<file path="config.mk">
export PLATFORM = sky130hd
export DESIGN_NAME = spi_slave_out
export DESIGN_NICKNAME = d
export VERILOG_FILES = /design/src/rtl/spi_slave_out.sv
export SDC_FILE = /design/constraint.sdc
export NUM_CORES = 1
export LEC_CHECK = 0
export ABC_AREA = 1
export BUFFER_PORTS_ARGS = -buffer_cell sky130_fd_sc_hd__buf_2
export CAP_MARGIN = 0
export CORE_ASPECT_RATIO = 1.4
export CORE_MARGIN = 2
export CORE_UTILIZATION = 55
export DETAILED_ROUTE_END_ITERATION = 8
export PLACE_DENSITY = 0.76
export SLEW_MARGIN = 40
export SYNTH_ARGS = -nofsm -noshare
export SYNTH_HDL_FRONTEND = slang
export SYNTH_SLANG_ARGS = --single-unit
</file>
<file path="constraint.sdc">
create_clock -name clk -period 3.6 [get_ports clk]
set_input_delay 0.36 -clock clk [delete_from_list [all_inputs] [get_ports clk]]
set_output_delay 0.36 -clock clk [all_outputs]
set_load 0.005 [all_outputs]
</file>
<file path="src/rtl/spi_slave_out.sv">
// SPI slave transmitter: double-buffered word output on miso,
// MSB first, driven from synchronized cs/sck.
module spi_slave_out #(
  parameter int BITS   = 32,
  parameter bit INVERT = 1'b0
) (
  input  logic            clk,
  input  logic            reset,
  input  logic            cs,
  input  logic            sck,
  input  logic            load,
  input  logic [BITS-1:0] data_in,
  output logic            miso,
  output logic            ready,
  output logic            busy,
  output logic            done,
  output logic            underrun
);

  localparam int BW = $clog2(BITS);

  typedef enum logic {IDLE, SHIFT} state_t;

  state_t          state_q, state_d;
  logic [BITS-1:0] shift_q, shift_d;
  logic [BITS-1:0] hold_q, hold_d;
  logic            hv_q, hv_d;
  logic [BW-1:0]   bi_q, bi_d;
  logic            done_q, done_d;
  logic            und_q, und_d;
  logic            miso_q, miso_d;

  logic            cs_s1_q, cs_s2_q, cs_h_q;
  logic            sck_s1_q, sck_s2_q, sck_h_q;
  logic [1:0]      vld_q;
  logic            arm_q, arm_d;

  logic            cs_fall;
  logic            sck_fall;
  logic            fetch;
  logic            und_set;

  assign cs_fall  = arm_q & cs_h_q & ~cs_s2_q;
  assign sck_fall = sck_h_q & ~sck_s2_q;

  // Arm only once stage 2 holds a real high sample of cs,
  // so a cs held low through reset cannot start a word.
  assign arm_d = arm_q | (vld_q[1] & cs_s2_q);

  always_comb begin
    state_d = state_q;
    shift_d = shift_q;
    hold_d  = hold_q;
    hv_d    = hv_q;
    bi_d    = bi_q;
    done_d  = 1'b0;
    und_d   = und_q;
    fetch   = 1'b0;
    und_set = 1'b0;

    unique case (state_q)
      IDLE: begin
        if (cs_fall) begin
          state_d = SHIFT;
          bi_d    = '0;
          fetch   = 1'b1;
        end
      end
      SHIFT: begin
        if (cs_s2_q) begin
          state_d = IDLE;
          shift_d = '0;
          bi_d    = '0;
        end else if (sck_fall) begin
          if (bi_q == BW'(BITS - 1)) begin
            done_d = 1'b1;
            bi_d   = '0;
            fetch  = 1'b1;
          end else begin
            shift_d = {shift_q[BITS-2:0], 1'b0};
            bi_d    = bi_q + BW'(1);
          end
        end
      end
      default: state_d = IDLE;
    endcase

    if (fetch) begin
      if (hv_q) begin
        shift_d = hold_q;
        hv_d    = 1'b0;
      end else if (load) begin
        shift_d = data_in;
      end else begin
        shift_d = '0;
        und_set = 1'b1;
      end
    end

    if (load) begin
      hold_d = data_in;
      if (!(fetch && !hv_q)) hv_d = 1'b1;
    end

    if (und_set)   und_d = 1'b1;
    else if (load) und_d = 1'b0;

    miso_d = (state_d == SHIFT) ? (shift_d[BITS-1] ^ INVERT) : INVERT;
  end

  always_ff @(posedge clk) begin
    if (reset) begin
      state_q  <= IDLE;
      shift_q  <= '0;
      hold_q   <= '0;
      hv_q     <= 1'b0;
      bi_q     <= '0;
      done_q   <= 1'b0;
      und_q    <= 1'b0;
      miso_q   <= INVERT;
      cs_s1_q  <= 1'b1;
      cs_s2_q  <= 1'b1;
      cs_h_q   <= 1'b1;
      sck_s1_q <= 1'b0;
      sck_s2_q <= 1'b0;
      sck_h_q  <= 1'b0;
      vld_q    <= '0;
      arm_q    <= 1'b0;
    end else begin
      state_q  <= state_d;
      shift_q  <= shift_d;
      hold_q   <= hold_d;
      hv_q     <= hv_d;
      bi_q     <= bi_d;
      done_q   <= done_d;
      und_q    <= und_d;
      miso_q   <= miso_d;
      cs_s1_q  <= cs;
      cs_s2_q  <= cs_s1_q;
      cs_h_q   <= cs_s2_q;
      sck_s1_q <= sck;
      sck_s2_q <= sck_s1_q;
      sck_h_q  <= sck_s2_q;
      vld_q    <= {vld_q[0], 1'b1};
      arm_q    <= arm_d;
    end
  end

  assign miso     = miso_q;
  assign ready    = ~hv_q;
  assign busy     = (state_q == SHIFT);
  assign done     = done_q;
  assign underrun = und_q;

endmodule

</file>
## After elaboration in Yosys (flattened, before gate mapping)

Cells that the tools add are included.

| storage, ports and cells | value |
|---|---|
| latch bits | 0 |
| memory bits (read-only) | 0 |
| register bits after elaboration | 83 |
| output and inout bits | 5 |
| word-level logic and storage cells | 70 |
| bits of input ports | 37 |
| bits in writable memories | 0 |
| memories | 0 |

| cells by class | value |
|---|---|
| add/subtract/negate cells | 1 |
| reduce and logical (&&, ||, !) cells | 9 |
| muxes and demuxes | 28 |
| bitwise logic cells | 10 |
| $mul | 0 |
| divide/modulo/power cells | 0 |
| eq/ne operators | 4 |
| $lt $le $gt $ge | 0 |
| shift operators | 0 |

Operators with widths:

| operator | number |
|---|---|
| 32-bit 2-to-1 mux | 7 |
| 5-bit 2-to-1 mux | 4 |
| 1-bit 2-to-1 mux | 14 |
| 5-bit case mux with 2 select lines | 1 |
| 5-bit by 1-bit adder with 5-bit output (second input constant) | 1 |
| 5-bit == test (second input constant) | 1 |
| 1-bit inverter | 5 |
| 1-bit bitwise AND | 4 |
| 1-bit case mux with 2 select lines | 2 |
| 2-bit nonzero test | 2 |
| 2-bit OR reduction | 2 |
| 3-bit by 1-bit != test with 1-bit output (second input constant) | 1 |
| 3-bit != test (second input constant) | 1 |
| 3-bit AND reduction | 1 |
| 3-bit nonzero test | 1 |
| 2-bit != test (second input constant) | 1 |
| 2-bit AND reduction | 1 |
| 1-bit logical AND | 1 |
| 1-bit zero test | 1 |
| 1-bit bitwise OR | 1 |

## Longest topological paths before layout

Gate-level depths: netlist of the first run.

| logic depth | value |
|---|---|
| word-level depth | 8 |
| mapped depth | 12 |
| mapped depth without buffers | 11 |

## Worst setup path after synthesis of the first run

OpenSTA, ideal clock, no wires.

| path | value |
|---|---|
| kind | register -> register |
| start | reg bi_q[0] |
| end | reg shift_q[31] |
| data arrival time | 1.402 ns |
| period minus slack after synthesis | 1.530 ns |
| slack | 2.070 ns |
| library setup time | 0.128 ns |
| path buffers | 1 |
| cell stages (with the launch flop) | 11 |
| required time | 3.472 ns |
| path through | dfxtp_1 ha_1 inv_1 nor3_1 ha_1 nand3_2 nand2_2 buf_4 nand2_1 nand2_1 nor2_1 |

| on the way | value |
|---|---|
| word-level cells in the longest chain between the ends | 6 |
| elaborated cells on any way between the ends | 10 |
| classes of those cells | eq/ne (1); mux (9) |

Ends and longest elaborated chain:

| what | line | text |
|---|---|---|
| from (decl) | 28 | `logic [BW-1:0] bi_q, bi_d;` |
| from (signal assigned) | 134 | `bi_q <= bi_d;` |
| 5-bit == test (*) | 75 | `if (bi_q == BW'(BITS - 1)) begin` |
| 1-bit 2-to-1 mux / 32-bit 2-to-1 mux (equally long branches) | 75 |  |
| 1-bit 2-to-1 mux / 32-bit 2-to-1 mux (equally long branches) (2 in series) | -- |  |
| 1-bit case mux with 2 select lines / 32-bit 2-to-1 mux (equally long branches) | 61 | `unique case (state_q)` |
| 32-bit 2-to-1 mux (*) | 88 | `if (fetch) begin` |
| to (signal assigned) | 131 | `shift_q <= shift_d;` |
| to (decl) | 25 | `logic [BITS-1:0] shift_q, shift_d;` |

Every way passes the cells marked *; elsewhere a longest branch is shown, timed or not. The select of a mux whose other input is x is not followed.
A chain may end at the register's enable or synchronous reset.

## Worst setup path in the final report of the first run

| path | value |
|---|---|
| start | reg bi_q[0] |
| end | reg hv_q |

| on the way | value |
|---|---|
| word-level cells in the longest chain between the ends | 8 |
| elaborated cells on any way between the ends | 9 |
| classes of those cells | eq/ne (1); mux (7); reduce/logical (1) |

Ends and longest elaborated chain:

| what | line | text |
|---|---|---|
| 5-bit == test (*) | 75 |  |
| 1-bit 2-to-1 mux (*) | 75 |  |
| 1-bit 2-to-1 mux (*) (2 in series) | -- |  |
| 1-bit case mux with 2 select lines (*) | 61 |  |
| 1-bit 2-to-1 mux / 1-bit logical AND (equally long branches) | 88, 102 |  |
| 1-bit 2-to-1 mux | 102 | `if (!(fetch && !hv_q)) hv_d = 1'b1;` |
| 1-bit 2-to-1 mux (*) | 100 | `if (load) begin` |
| to (signal assigned) | 133 | `hv_q <= hv_d;` |
| to (decl) | 27 | `logic hv_q, hv_d;` |

Every way passes the cells marked *; elsewhere a longest branch is shown, timed or not.

==> impl_metrics.tcl, run 1 <==
set metrics [dict create \
    overflow 0 \
    critPathLaunch "bi_q[0]" \
    wirelength_um 7433 \
    ant_nets 0 \
    skew_ps 9.242 \
    powerDensity_nw_per_um2 475.9 \
    finish.utilization 0.6275 \
    die_h_um 98.65 \
    power_leakage_nw 1.625 \
    r2r_slack_ps 1630 \
    vias 3196 \
    fin_nets 556 \
    avgSynthCellArea_um2 7.110 \
    worst_slew_pin_slew_ps 611.2 \
    cts_tree "done" \
    synth_most_common_cell "nand2_1" \
    cts.htree.levels 3 \
    tns_ps 0 \
    required_ps 3840 \
    synth_seq_cells 83 \
    yosysTopAreaCellShare 0.4721 \
    vdd_ir_drop_max_uv 293.8 \
    gp_congestion 0.7842 \
    hold_path_depth 2 \
    fillCellCount 592 \
    multi_input_area_um2 1593 \
    drcViolationCount 0 \
    grt.total_usage 0.2252 \
    synth_nets 534 \
    hold_path_end "cs_s1_q" \
    status "finished clean" \
    grt_antenna_before_repair 0 \
    power_frac_seq 0.525 \
    finalSetupViolations 0 \
    power_switching_mw 0.4457 \
    cts-root-buf "clkbuf_8" \
    cts_hold_buf 0 \
    netSwitchingFraction 0.2403 \
    synth_largest_area_cell "dfxtp_1" \
    slowest_delay_ps 480 \
    max_freq_ghz 0.5079 \
    dp_hpwl_um 4671 \
    port_buffers 41 \
    timing.max_cap.violations 0 \
    hold_violations 0 \
    design.core.area_um2 6211 \
    synth_area_leaders "dfxtp_1 (47%), nand2_1 (18%), a21oi_1 (12%)" \
    grt_pass1_wl_um 12930 \
    clock_latency_ps 360 \
    num_rows 34 \
    cp_slowest_cell "nand2_2" \
    grt_pass1_vias 3128 \
    synth_enable_flop_cells 0 \
    period_share 0.5469 \
    numCtsBuffers 9 \
    cts.sinks 83 \
    ff_latch_area_um2 1663 \
    r2r-start "bi_q[0]" \
    drt-initial-drc-count 187 \
    diodes 0 \
    critPathKind "flop to flop" \
    start_util 0.5667 \
    critical_path_arrival_ps 2210 \
    drt-wirelength-per-cell_um 12.51 \
    synthDistinctLibCells 25 \
    r2r_cells 9 \
    cts_max_path_buffers 2 \
    crit_path_start_kind "flop" \
    die_w_um 71.61 \
    drive_above_1_share 0.1456 \
    drt_pass1_iterations 5 \
    rsz0062_at_grt "no" \
    intPower_mw 1.409 \
    vias_per_cell 5.380 \
    slew_viol_final 0 \
    layout_min_cycle_time_ps 1969 \
    clkPwrFrac 0.404 \
    ys.flop_type "dfxtp_1" \
    max_slew_margin 0.5911 \
    clkTransAtPathRegs_ps 90 \
    synthCells 495 \
    yosysWarnings 0 \
    endpoint_kind "flop" \
    post_cts_buffers 0 \
    dp_slack_ps 1558 \
    critPathTopFamily "simple AND/OR/NAND/NOR gates" \
    p_comb_frac 0.070 \
    cts_resized 0 \
    hold_path_startpoint "cs" \
    setup_slack_ps 1631 \
    synth_async_sr_flop_share 0 \
    dieArea_um2 7064 \
    ys_seq_area_frac 0.4721 \
    cp.depth 9 \
    r2r-end "hv_q" \
    area_delta_synth_final_pct 10.74 \
    grt_max_degree 45 \
    syn_area_um2 3520 \
    ios 42 \
    worstPathCellList "ha_1 > inv_1 > nor3_1 > ha_1 > nand3_2 > nand2_2 > nand2_1 > nand2_1 > a21oi_1" \
    hp-class "primary input to flop" \
    synth_common_cells "nand2_1 (167), a21oi_1 (86), dfxtp_1 (83), o21ai_0 (59), inv_1 (20)" \
    path_buf_inv 1 \
    path_max_fanout 34 \
]
-- state kept, by name (all words and copies together) (netlist names) --
register / cells
arm_q: 1
bi_q: 5
busy: 1
cs_h_q: 1
cs_s1_q: 1
cs_s2_q: 1
done: 1
hold_q: 32
hv_q: 1
miso: 1
sck_h_q: 1
sck_s1_q: 1
sck_s2_q: 1
shift_q: 32
underrun: 1
vld_q: 2
-- worst reg2reg max path, stage by stage, from the launching register on --
cell     delay (ps)
dfxtp_1         370
ha_1            180
inv_1            60
nor3_1          130
ha_1            230
nand3_2         120
nand2_2         480
nand2_1         150
nand2_1         100
a21oi_1          40
-- how the worst max path moves through the flow --
stage	endpoint
6_report	hv_q
3_5_place_dp	hold_q[8]
5_1_grt	shift_q[31]
3_3_place_gp	hold_q[5]
2_1_floorplan	shift_q[31]
4_1_cts	hv_q
-- logic make-up (layout without fill, tap and decap cells) --
kind of cell | Yosys count | in the layout | synth area share
compound gates | 146 | 146 | 0.2087
buf+inv | 58 | 85 | 0.07536
flops | 83 | 83 | 0.4721
fa+ha+maj | 2 | 2 | 0.007109
simple gates | 206 | 206 | 0.2368
-- metal layers --
layer  share of wire  wire length, um  global-route usage  vias to the layer above
li1                -                -                   -                     1647
met1            0.43             3205              0.2602                     1470
met2            0.51             3766              0.3953                       63
met3           0.039              289             0.04499                       16
met4           0.023              172              0.1001                        0
met5               0                0                   0                        -
-- per-stage QoR --
| step | cells | area, um2 | total power [mW] | hold slack, ps |
|---|---|---|---|---|
| after CTS | 594 | 3897 | 1.862 | 179.2 |
| after global placement | 578 | 3670 | 1.123 | 393.2 |
| after floorplan | 495 | 3520 | 1.085 | 388.3 |
| final | 594 | 3897 | 1.855 | 177.1 |
| after detailed placement | 578 | 3671 | 1.127 | 397.6 |
| after global routing | 594 | 3897 | 1.926 | 166.2 |
-- power groups by stage --
stage	clock network (mW)	registers (mW)	logic (mW)
after global placement	0	0.995	0.128
after global routing	0.795	0.980	0.151
after CTS	0.755	0.975	0.132
final	0.750	0.975	0.131
after detailed placement	0	0.996	0.131
after floorplan	0	0.986	0.0990
-- cell usage in the layout (no fill, tap or decap), drive strengths merged --
| master | Yosys | final |
|---|---|---|
| bufinv | 0 | 2 |
| a21oi | 87 | 87 |
| clkinvlp | 0 | 2 |
| nand3b | 1 | 1 |
| clkinv | 1 | 3 |
| inv | 23 | 23 |
| nand3 | 14 | 14 |
| o21ai | 59 | 59 |
| or2 | 3 | 3 |
| nand2 | 170 | 170 |
| buf | 20 | 45 |
| clkbuf | 14 | 10 |
| nand4 | 1 | 1 |
| nor3 | 1 | 1 |
| nor2 | 16 | 16 |
| ha | 2 | 2 |
| dfxtp | 83 | 83 |
-- final cells by class --
| cell class | count | area share |
|---|---|---|
| clock inverter | 6 | 0.02279 |
| timing repair buffer | 45 | 0.06035 |
| inverter | 24 | 0.02311 |
| tap | 72 | 0.02311 |
| clock buffer | 10 | 0.03531 |
| multi-input combinational | 354 | 0.4087 |
| sequential | 83 | 0.4266 |
Note: power is estimated with default switching activity, not from simulation.
==> run 2, diff against run 1 <==
Settings changed: ABC_AREA 1 to 0, CORE_UTILIZATION 55 to 52, PLACE_DENSITY 0.76 to 0.75.
Clock period 3.6 ns to 1.6 ns, I/O delays scaled along.
==> impl_metrics.tcl, run 2 <==
set metrics [dict create \
    status "complete, but fails checks" \
    violations "negative setup slack" \
    drt_pass1_iterations 4 \
    dp_hpwl_um 5363 \
    powerDensity_nw_per_um2 840.0 \
    clkTransAtPathRegs_ps 80 \
    synth_area_leaders "dfxtp_1 (46%), nand2_1 (7.2%), a2bb2oi_1 (7.0%)" \
    hp-class "primary input to flop" \
    timing.max_cap.violations 0 \
    fin_nets 558 \
    diodes 0 \
    cts_max_path_buffers 2 \
    skew_ps 9.086 \
    drive_above_1_share 0.3059 \
    area_delta_synth_final_pct 35.54 \
    fillCellCount 484 \
    cp_slowest_cell "dfxtp_2" \
    finish.utilization 0.7348 \
    synth_nets 498 \
    rsz0062_at_grt "yes" \
    synth_common_cells "dfxtp_1 (83), nand2_1 (69), nor2_1 (62), a21oi_1 (39), nand2b_1 (34)" \
    critPathKind "flop to flop" \
    grt_pass1_vias 3185 \
    die_w_um 74.41 \
    vdd_ir_drop_max_uv 643.3 \
    intPower_mw 3.051 \
    clock_latency_ps 360 \
    grt_antenna_before_repair 0 \
    power_switching_mw 1.057 \
    grt_use_met3 0.04008 \
    dp_slack_ps -335.1 \
    max_freq_ghz 0.5212 \
    path_buf_inv 3 \
    globalRouteMet2Util 0.4479 \
    final_cells 615 \
    syn_area_um2 3608 \
    cp_common_cell "ha_4" \
    final_common_cell "dfxtp_1" \
    clkPwrFrac 0.360 \
    max_slew_margin 0.6806 \
    synth_async_sr_flop_share 0 \
    power_leakage_nw 1.915 \
    ys.flop_type "dfxtp_1" \
    slew_viol_final 0 \
    finalSetupViolations 37 \
    critPathLaunch "bi_q[1]" \
    endpoint_kind "flop" \
    dp_cells 584 \
    power_mw 4.108 \
    period_share 1.199 \
    critical_path_arrival_ps 2170 \
    cts.htree.levels 3 \
    setup_slack_ps -318.7 \
    ios 42 \
    num_rows 35 \
    synth_seq_cells 83 \
    cts.sinks 83 \
    overflow 0 \
    synthDistinctLibCells 39 \
    hold_path_startpoint "sck" \
    layout_min_cycle_time_ps 1919 \
    ant_nets 0 \
    critPathTopFamily "buffers and inverters" \
    drt-wirelength-per-cell_um 15.53 \
    drt-initial-drc-count 172 \
    largestRegisters "hold_q x32, shift_q x32, bi_q x5" \
    grt_pass1_wl_um 14500 \
    worstPathCellList "ha_4 > and3_4 > ha_4 > nand4b_1 > buf_4 > a21oi_4 > buf_12 > buf_6 > o211a_1 > nor4_1" \
    p_comb_frac 0.108 \
    synth_enable_flop_cells 0 \
    grt.total_usage 0.2492 \
    synth_largest_area_cell "dfxtp_1" \
    drcViolationCount 0 \
    wirelength_um 9549 \
    power_frac_seq 0.533 \
    cts-root-buf "clkbuf_8" \
    top_usage_layer "met2" \
    holdWs_ps 8.771 \
    slowest_delay_ps 360 \
    path_max_fanout 5 \
    hold_violations 0 \
    cts_tree "done" \
    grt_max_degree 68 \
    yosysWarnings 0 \
    numCtsBuffers 9 \
    required_ps 1850 \
    design.core.area_um2 6656 \
    r2r-start "bi_q[1]" \
    synthCells 459 \
    vias_per_cell 5.501 \
    netSwitchingFraction 0.2573 \
    crit_path_start_kind "flop" \
    yosysTopAreaCellShare 0.4605 \
    die_h_um 102.6 \
    avgSynthCellArea_um2 7.862 \
    ys_seq_area_frac 0.4605 \
    start_util 0.5421 \
    vias 3383 \
    synth_most_common_cell "dfxtp_1" \
    gp_congestion 0.8440 \
    worst_slew_pin_slew_ps 479.1 \
    use_met1 0.2796 \
    dieArea_um2 7631 \
    port_buffers 41 \
    layout_common_cells "dfxtp_1 (79), nand2_1 (69), nor2_1 (62)" \
]
==> run 2: power by group through the flow <==
stage / Clock [mW] / Combinational [mW] / Sequential [mW]
floorplan: 0 / 0.272 / 2.22
global placement: 0 / 0.385 / 2.23
detailed placement: 0 / 0.396 / 2.23
CTS: 1.49 / 0.422 / 2.19
global route: 1.59 / 0.490 / 2.20
finish: 1.48 / 0.442 / 2.19
==> run 2: what timing repair did <==
action,4_1_cts,5_1_grt
endpoints found under the setup margin,38,38
buffers inserted,7,2
cloned,4,3
gates resized for setup,16,18
endpoints found under the hold margin,1,0
pin swaps,14,14
hold buffers,1,0
==> run 2: cells by family (layout without fill, tap and decap cells) <==
| logic type | after synthesis | in the layout | share of synthesized area |
|---|---|---|---|
| and+or+nand+nor | 220 | 220 | 0.2843 |
| AOI/OAI and AO/OA | 114 | 114 | 0.1990 |
| DFF | 83 | 83 | 0.4605 |
| buffers and inverters | 39 | 103 | 0.04612 |
| adders and majority gates | 2 | 2 | 0.006934 |
| muxes | 1 | 1 | 0.003120 |
==> run 2: cell type report <==
cell class,instances,area [um2],area share
inverter,4,15.01,0.003070
tap,92,115.1,0.02354
clock inverter,4,52.55,0.01074
timing repair buffer,84,782.0,0.1599
clock buffer,11,131.4,0.02686
multi-input combinational,337,2128,0.4351
sequential,83,1667,0.3408
==> run 2: final timing paths <==
check        cells past startpoint  slack [ps]        to
max                             10        -320      miso
min                              2           9  sck_s1_q
max reg2reg                     10        -320      miso
min reg2reg                      1         410   cs_s2_q
==> run 2: metal layers <==
layer  vias up  routed length (um)
li1       1690                   -
met5         -                   0
met4         0                 206
met2        74                5125
met1      1600                3861
met3        19                 355
==> run 2: stage by stage <==
| step | instance area, um2 | setup TNS (ps) |
|---|---|---|
| floorplan | 3869 | -5684 |
| global placement | 4317 | -5987 |
| detailed placement | 4317 | -7350 |
| CTS | 4745 | -6941 |
| global route | 4891 | -12000 |
| finish | 4891 | -9820 |
==> run 2: worst reg2reg max path, cell delays in order, from the launching register on <==
cell and delay, ps:
dfxtp_2 360, ha_4 140, and3_4 180, ha_4 130, nand4b_1 150, buf_4 190, a21oi_4 180, buf_12 160
buf_6 100, o211a_1 170, nor4_1 50
==> run 3, diff against run 2 <==
Settings changed: CORE_UTILIZATION 52 to 54, CTS_BUF_LIST from default to sky130_fd_sc_hd__clkbuf_2 sky130_fd_sc_hd__clkbuf_4 sky130_fd_sc_hd__clkbuf_8, PLACE_DENSITY 0.75 to 0.78.
==> impl_metrics.tcl, run 3 (synthesis gave the netlist of run 2 again) <==
set metrics [dict create \
    grt.total_usage 0.2461 \
    layout_min_cycle_time_ps 1889 \
    power_switching_mw 1.064 \
    multi_input_area_um2 2106 \
    vias 3293 \
    critPathLaunch "bi_q[0]" \
    cts.htree.levels 3 \
    grt_use_met3 0.04900 \
    largestRegisters "hold_q x32, shift_q x32, bi_q x5" \
    vdd_ir_drop_max_uv 653.6 \
    drt-initial-drc-count 140 \
    dp_hpwl_um 5141 \
    globalRouteMet2Util 0.4283 \
    finalSetupViolations 38 \
    endpoint_kind "flop" \
    p_comb_frac 0.096 \
    ios 42 \
    overflow 0 \
    final_common_cell "dfxtp_1" \
    dp_cells 560 \
    grt_pass1_vias 3164 \
    skew_ps 10.63 \
    holdWs_ps 17.95 \
    dieArea_um2 7361 \
    top_usage_layer "met2" \
    violations "negative setup slack" \
    cts_tree "done" \
    num_rows 35 \
    cts-root-buf "clkbuf_8" \
    numCtsBuffers 9 \
    clkPwrFrac 0.402 \
    grt_max_degree 68 \
    drt-wirelength-per-cell_um 14.87 \
    worst_slew_pin_slew_ps 380.7 \
    crit_path_start_kind "flop" \
    ff_latch_area_um2 1665 \
    final_cells 587 \
    die_w_um 73.09 \
    slew_viol_final 0 \
    fillCellCount 467 \
    hold_path_depth 2 \
    r2r-end "bi_q[3]" \
    r2r_slack_ps -290 \
    r2r-start "bi_q[0]" \
    hold_violations 0 \
    design.core.area_um2 6525 \
    max_freq_ghz 0.5293 \
    clkTransAtPathRegs_ps 90 \
    layout_common_cells "dfxtp_1 (80), nand2_1 (69), nor2_1 (62)" \
    cts.sinks 83 \
    start_util 0.5530 \
    grt_pass1_wl_um 14190 \
    die_h_um 100.7 \
    fin_nets 547 \
    r2r_cells 6 \
    period_share 1.181 \
    hp-class "primary input to flop" \
    finish.utilization 0.7283 \
    power_leakage_nw 1.870 \
    gp_congestion 0.8578 \
    cts_max_path_buffers 2 \
    netSwitchingFraction 0.2443 \
    required_ps 1890 \
    path_max_fanout 4 \
    diodes 0 \
    rsz0062_at_grt "yes" \
    wirelength_um 8729 \
    status "complete, but fails checks" \
    vias_per_cell 5.610 \
    hold_path_end "sck_s1_q" \
    critical_path_arrival_ps 2180 \
    intPower_mw 3.293 \
    ant_nets 0 \
    drive_above_1_share 0.2885 \
    area_delta_synth_final_pct 31.69 \
    critPathKind "flop to flop" \
    setup_slack_ps -289.5 \
    drt_pass1_iterations 4 \
    hold_path_startpoint "sck" \
    powerDensity_nw_per_um2 916.9 \
    use_met1 0.2853 \
    drcViolationCount 0 \
    clock_latency_ps 360 \
    power_frac_seq 0.502 \
    max_slew_margin 0.7435 \
    port_buffers 41 \
    grt_antenna_before_repair 0 \
    timing.max_cap.violations 0 \
]
-- run 3: changes by cell type in the layout (fill, tap and decap cells not counted), moves of 3 or more --
cell,delta
a2bb2oi_2,+3
nor3_2,-5
buf_4,-8
nor3_1,+5
-- run 3: power by group through the flow --
stage	Clock (mW)	Sequential [mW]	Combinational, mW
after floorplan	0	2.22	0.272
after global placement	0	2.23	0.378
final	1.75	2.19	0.419
after global routing	1.84	2.20	0.467
after detailed placement	0	2.23	0.389
after CTS	1.76	2.19	0.409
-- run 3: worst max-delay path by stage --
stage / to
final: bi_q[3]
after global routing: bi_q[3]
after CTS: bi_q[3]
after detailed placement: bi_q[2]
after global placement: bi_q[2]
after floorplan: bi_q[2]
-- run 3: critical path, cell delays in order, from the launching register on --
cell and delay [ps]:
dfxtp_2 340, ha_4 160, and3_4 170, ha_4 160, or3b_4 390, or4_4 490, a21oi_2 140
-- run 3: area by class of cell --
type,instances,share of cell area
repair buffers,73,0.1340
clock inverters,5,0.01790
well taps,74,0.01948
flip-flops and latches,83,0.3504
inverters,4,0.003160
multi-input cells,337,0.4431
clock buffers,11,0.03186
-- run 3: metrics by stage --
stage | total power [mW] | cell area [um2] | setup WS (ps) | TNS, ps
2_1_floorplan | 2.493 | 3869 | -265.6 | -5684
3_3_place_gp | 2.607 | 4262 | -276.1 | -5900
3_5_place_dp | 2.623 | 4262 | -308.4 | -9070
4_1_cts | 4.351 | 4688 | -309.4 | -8280
5_1_grt | 4.505 | 4752 | -349.3 | -10860
6_report | 4.357 | 4752 | -289.5 | -8619
-- run 3: repair_timing --
action / 4_1_cts / 5_1_grt
endpoints found under the hold margin: 1 / 0
pin swaps: 11 / 7
hold buffers: 1 / 0
gates cloned: 3 / 1
buffers inserted: 6 / 4
endpoints found under the setup margin: 38 / 40
gates resized for setup: 12 / 19
-- run 3: metal layers --
layer / up-vias / share of wire
li1: 1658 / -
met1: 1546 / 0.43
met2: 64 / 0.51
met3: 25 / 0.032
met4: 0 / 0.032
met5: - / 0
